$ cat config.mk
export PLATFORM = sky130hd
export DESIGN_NAME = uart_tx_serializer
export DESIGN_NICKNAME = d
export VERILOG_FILES = /design/src/rtl/uart_pkg.sv /design/src/rtl/uart_baud_counter.sv /design/src/rtl/uart_tx_serializer.sv
export SDC_FILE = /design/constraint.sdc
export NUM_CORES = 1
export LEC_CHECK = 0
export ABC_CLOCK_PERIOD_IN_PS = 1780
export CAP_MARGIN = 0
export CORE_MARGIN = 3
export CORE_UTILIZATION = 35
export DETAILED_ROUTE_END_ITERATION = 10
export SETUP_SLACK_MARGIN = 0.2
export SKIP_LAST_GASP = 1
export SYNTH_ARGS = -nofsm -noshare
export SYNTH_HDL_FRONTEND = slang
export SYNTH_HIERARCHICAL = 1
export SYNTH_SLANG_ARGS = --single-unit
$ cat constraint.sdc
create_clock -name clk -period 1.78 [get_ports clk]
set_input_delay 0.356 -clock clk [delete_from_list [all_inputs] [get_ports clk]]
set_output_delay 0.356 -clock clk [all_outputs]
set_load 0.005 [all_outputs]
$ cat src/rtl/uart_pkg.sv
// Shared types and helpers for the UART transmit/receive path.
// Line levels, FSM states and counter width helpers.
package uart_pkg;

    typedef enum logic [2:0] {
        IDLE,
        START,
        DATA,
        PARITY,
        STOP
    } tx_state_t;

    localparam logic UART_MARK  = 1'b1;
    localparam logic UART_SPACE = 1'b0;

    // Width of a counter covering 0..n-1, never narrower than 1 bit.
    function automatic int cnt_w(input int n);
        return (n > 1) ? $clog2(n) : 1;
    endfunction

    localparam int BAUD_CNT_W_DEF = cnt_w(16);
    localparam int BIT_IDX_W_DEF  = cnt_w(8);

endpackage

$ cat src/rtl/uart_baud_counter.sv
// Bit-period counter: runs 0..CLKS_PER_BIT-1 while enabled.
// bit_tick is high in the last clock of each bit period.
module uart_baud_counter
    import uart_pkg::*;
#(
    parameter int CLKS_PER_BIT = 16
) (
    input  logic clk,
    input  logic reset,
    input  logic clr,
    input  logic en,
    output logic bit_tick
);

    localparam int CW = cnt_w(CLKS_PER_BIT);

    logic [CW-1:0] cnt;
    logic          wrap;

    assign wrap     = (cnt == CW'(CLKS_PER_BIT - 1));
    assign bit_tick = en && wrap;

    always_ff @(posedge clk) begin
        if (!reset) begin
            cnt <= '0;
        end else if (clr) begin
            cnt <= '0;
        end else if (en) begin
            cnt <= wrap ? '0 : cnt + 1'b1;
        end
    end

endmodule

$ cat src/rtl/uart_tx_serializer.sv
// Parametrised UART transmit serializer (start, data, [parity], stop).
// Parity state is built only when UART_TX_PARITY_EN is defined.
module uart_tx_serializer
    import uart_pkg::*;
#(
    parameter int DATA_W       = 8,
    parameter int CLKS_PER_BIT = 16,
    parameter int STOP_BITS    = 1,
    parameter int LSB_FIRST    = 1,
    parameter int PARITY_ODD   = 0
) (
    input  logic              clk,
    input  logic              reset,
    input  logic [DATA_W-1:0] data_in,
    input  logic              load_valid,
    output logic              load_ready,
    output logic              tx_out,
    output logic              busy,
    output logic              done
);

    localparam int IW = cnt_w(DATA_W);

    if (DATA_W < 5 || DATA_W > 9 || CLKS_PER_BIT < 2 ||
        STOP_BITS < 1 || STOP_BITS > 2 ||
        LSB_FIRST < 0 || LSB_FIRST > 1 ||
        PARITY_ODD < 0 || PARITY_ODD > 1) begin : g_bad_param
        $error("uart_tx_serializer: parameter out of range");
    end

    tx_state_t         state;
    tx_state_t         state_nx;
    logic [DATA_W-1:0] shreg;
    logic [IW-1:0]     idx;
    logic              done_r;
    logic              bit_tick;
    logic              last_data;
    logic              last_stop;
`ifdef UART_TX_PARITY_EN
    logic              parity_bit;
`endif

    assign last_data  = (idx == IW'(DATA_W - 1));
    assign last_stop  = (idx == IW'(STOP_BITS - 1));
    assign load_ready = (state == IDLE);
    assign busy       = (state != IDLE);
    assign done       = done_r;

    uart_baud_counter #(
        .CLKS_PER_BIT(CLKS_PER_BIT)
    ) u_baud (
        .clk     (clk),
        .reset   (reset),
        .clr     (state == IDLE),
        .en      (state != IDLE),
        .bit_tick(bit_tick)
    );

    always_comb begin
        state_nx = state;
        tx_out   = UART_MARK;
        unique case (state)
            IDLE: begin
                if (load_valid) state_nx = START;
            end
            START: begin
                tx_out = UART_SPACE;
                if (bit_tick) state_nx = DATA;
            end
            DATA: begin
                tx_out = (LSB_FIRST != 0) ? shreg[0] : shreg[DATA_W-1];
`ifdef UART_TX_PARITY_EN
                if (bit_tick && last_data) state_nx = PARITY;
`else
                if (bit_tick && last_data) state_nx = STOP;
`endif
            end
            PARITY: begin
`ifdef UART_TX_PARITY_EN
                tx_out = parity_bit;
`endif
                if (bit_tick) state_nx = STOP;
            end
            STOP: begin
                if (bit_tick && last_stop) state_nx = IDLE;
            end
            default: state_nx = IDLE;
        endcase
    end

    always_ff @(posedge clk) begin
        if (!reset) begin
            state  <= IDLE;
            shreg  <= '0;
            idx    <= '0;
            done_r <= 1'b0;
`ifdef UART_TX_PARITY_EN
            parity_bit <= 1'b0;
`endif
        end else begin
            state  <= state_nx;
            done_r <= (state == STOP) && bit_tick && last_stop;
            unique case (state)
                IDLE: begin
                    if (load_valid) begin
                        shreg <= data_in;
                        idx   <= '0;
`ifdef UART_TX_PARITY_EN
                        parity_bit <= (^data_in) ^ (PARITY_ODD != 0);
`endif
                    end
                end
                DATA: begin
                    if (bit_tick) begin
                        shreg <= (LSB_FIRST != 0)
                               ? {1'b0, shreg[DATA_W-1:1]}
                               : {shreg[DATA_W-2:0], 1'b0};
                        // idx is reused to count stop bits after DATA
                        idx   <= last_data ? '0 : idx + 1'b1;
                    end
                end
                STOP: begin
                    if (bit_tick) idx <= idx + 1'b1;
                end
                default: ;
            endcase
        end
    end

endmodule
==> impl_results.md <==
* Startpoint Class: flip-flop
* Tcrit/Tclk final at 92.0%
* Avg Cell Area, Syn at 9.48 um2
* First-pass GRT wire length at 3.97 mm
* WHS at 0.495 ns
* Share of cells above drive strength 1 at 40.8%
* RePlAce Congestion at 0.780
* CTS H-tree depth at 1
* Initial core utilization at 37.9%
* Mapped Nets at 129
* Top cells by area, synth: dfxtp_1 36%, mux2i_1 10%, a211oi_2 8.2%, a21oi_1 6.1%, ha_1 5.8%
* Rows at 19
* Io pins at 15
* Die ar. at 3760 um2
* Leakage Power at 0.608 nW
* RSZ-0062 raised after global routing: true
* Buf/Inv on CP at 1
* Yosys top cell area share at 35.5%
* Most area-hungry cell type in the Yosys netlist: dfxtp_1
* Hold crit path type: flip-flop to flip-flop
* Clock Sinks at 19
* Clock Tree Buf Depth at 2
* Setup tns final at 0 ns
* Max-slew violation count at 0
* Die W at 61.3 um
* Final Hold Viols at 0
* Antenna diodes at 0
* Initial antenna violation count at 0
* Yosys reg bits at 19
* Hold Path Depth at 2
* Placed instance count at 159
* R2r endpoint: idx[1]
* Post-DP HPWL at 1.56 mm
* Register area share after synthesis at 35.5%
* CP top delay family: multiplexers
* Clock transition at path regs at 0.12 ns
* CP max-delay cell: dfxtp_4
* Pin count of the biggest net entering global routing at 12
* Die H at 61.3 um
* PortBufs at 14
* Finished Core Util at 55.0%
* Cells after Synth at 113
* Peak Freq at 611 MHz
* Yosys Warn Count at 6
* R2R depth at 7
* Worst r2r src: state[1]
* Fin Clk Skew at 0.0119 ns
* WL per Instance at 13.6 um
* Cell area after synthesis at 1070 um2
* Residual DRC at 0
* HP Start: idx[0]
* Worst EP required at 2.01 ns
* Clk root buf: clkbuf_4
* Via Count at 925
* Worst reg2reg setup slack at 0.14 ns
* WP data arrival at 1.86 ns
* Crit end category: flip-flop
* Iteration-0 DRC Markers at 29
* Worst path max stage delay at 0.40 ns
* Vias in the first global route at 910
* ANT nets after route at 0
* Final Critical Period at 1.64 ns
* Worst Tran Pin Value at 0.393 ns
* PwrDens at 574 nW/um2
* Critical Path, Cell by Cell: nor3_4 -> inv_2 -> nand2_4 -> nor2_4 -> mux2_4 -> a32oi_4 -> mux2i_1
* Overall Global Routing Usage at 14.0%
* Gr ovfl total at 0
* DRT Wirelength at 2.42 mm
* Nets@finish at 164
* Distinct cells, synth at 35
* Worst IR Drop VDD at 0.000301 V
* Pre-Repair DR Iteration Count at 4
* Core Region at 2830 um2
* Cell Count, Final, Fillers Out at 178
* Syn-to-layout area delta at 45.2%
* Hold Path Sink: idx[0]
* Max-cap viol count at 0
* Relative slew margins at 73.8%
* CTS tree: yes
* Status: finished, final reports clean
* Num CTS Buffers at 3
* Via density at 5.20
* Clk Latency, worst-skew pair at 0.30 ns
* Final setup viols at 0
* Crit path max fanout at 6
* Setup CP Type: flip-flop to flip-flop
-- logic make-up after synthesis --
family          count (synthesis)  share of synthesized area [%]
fa+ha+maj                       5                           5.84
simple gates                   34                           18.3
mux                            12                           11.7
compound gates                 29                           21.4
xor+xnor                        1                          0.818
flops                          19                           35.5
buf+inv                        13                           6.42
-- synth_stat cells (all sizes together) --
master / number
xor2: 1
or3: 1
nand2: 7
a211oi: 7
mux2i: 11
and2: 1
a32oi: 1
nand3: 1
clkbuf: 1
nand2b: 3
nor2b: 2
nor3: 1
o211ai: 1
and3b: 1
ha: 5
o2111ai: 2
o21ai: 2
buf: 6
dfxtp: 19
a22oi: 1
a21oi: 13
and3: 1
nor2: 7
and2b: 1
mux2: 1
nor3b: 5
o21a: 1
inv: 6
a21bo: 1
nand4b: 1
nand3b: 1
or2: 1
-- registers in the layout, summed over array words and instances (netlist names) --
name        count
u_baud/cnt      4
state           3
done            1
shreg           8
idx             3
-- per-layer routing --
metal | vias up | track usage (%) | share of wire, %
met1 | 431 | 18.5 | 47
met4 | 0 | 5.88 | 1.2
met3 | 4 | 2.52 | 3.1
li1 | 474 | - | -
met5 | - | 0 | 0
met2 | 16 | 22.5 | 49
-- final cells by class --
class,instances,area (um2)
Inverter,6,22.5
Tap cell,31,38.8
Multi-Input combinational cell,81,738
Sequential cell,19,393
Clock buffer,3,22.5
Clock inverter,1,5.00
Fill cell,256,1270
Timing Repair Buffer,37,335
-- worst register-to-register path: stages (launching register included) --
cell	delay, ns
dfxtp_4	0.40
nor3_4	0.22
inv_2	0.08
nand2_4	0.08
nor2_4	0.04
mux2_4	0.31
a32oi_4	0.23
mux2i_1	0.21
-- report_power, final --
group          internal [mW]  total (mW)  switching [mW]
Sequential             0.441       0.458          0.0174
Combinational          0.120       0.211          0.0904
Clock                 0.0836       0.223           0.140
-- how the worst max path moves through the flow --
| stage | startpoint | slack, ns | cells after the start | to |
|---|---|---|---|---|
| global placement | state[1] | 0.07 | 7 | idx[2] |
| global route | state[1] | 0.07 | 7 | idx[1] |
| detailed placement | state[1] | 0.02 | 7 | idx[1] |
| CTS | state[1] | 0.04 | 4 | tx_out |
| floorplan | state[1] | 0.07 | 9 | shreg[0] |
| finish | state[1] | 0.14 | 7 | idx[1] |
-- cells in the final DEF, fill, tap and decap left out, types with 4 or more instances in the layout --
cell and n:
a21oi_1 6, dfxtp_1 15, buf_6 8, mux2i_1 11, a211oi_2 7, a21oi_4 4, nand2_1 6, ha_1 4
buf_4 18, nor2_1 6, nor3b_1 4, inv_1 5, clkdlybuf4s50_1 11
-- metrics by stage --
stage	power (mW)	worst slack, ns	cell area, um2
2_1_floorplan	0.558	0.0689	1110
3_3_place_gp	0.612	0.0732	1300
3_5_place_dp	0.615	0.0223	1300
4_1_cts	0.884	0.0401	1480
5_1_grt	0.934	0.0697	1560
6_report	0.892	0.142	1560
-- what timing repair did --
action | in CTS | in global routing
setup buffers | 13 | 2
pin swaps | 12 | 4
hold buffers | 0 | 0
gates resized for setup | 29 | 15
setup endpoints to repair | 14 | 16
No activity file was read; power rests on OpenSTA's default activity.
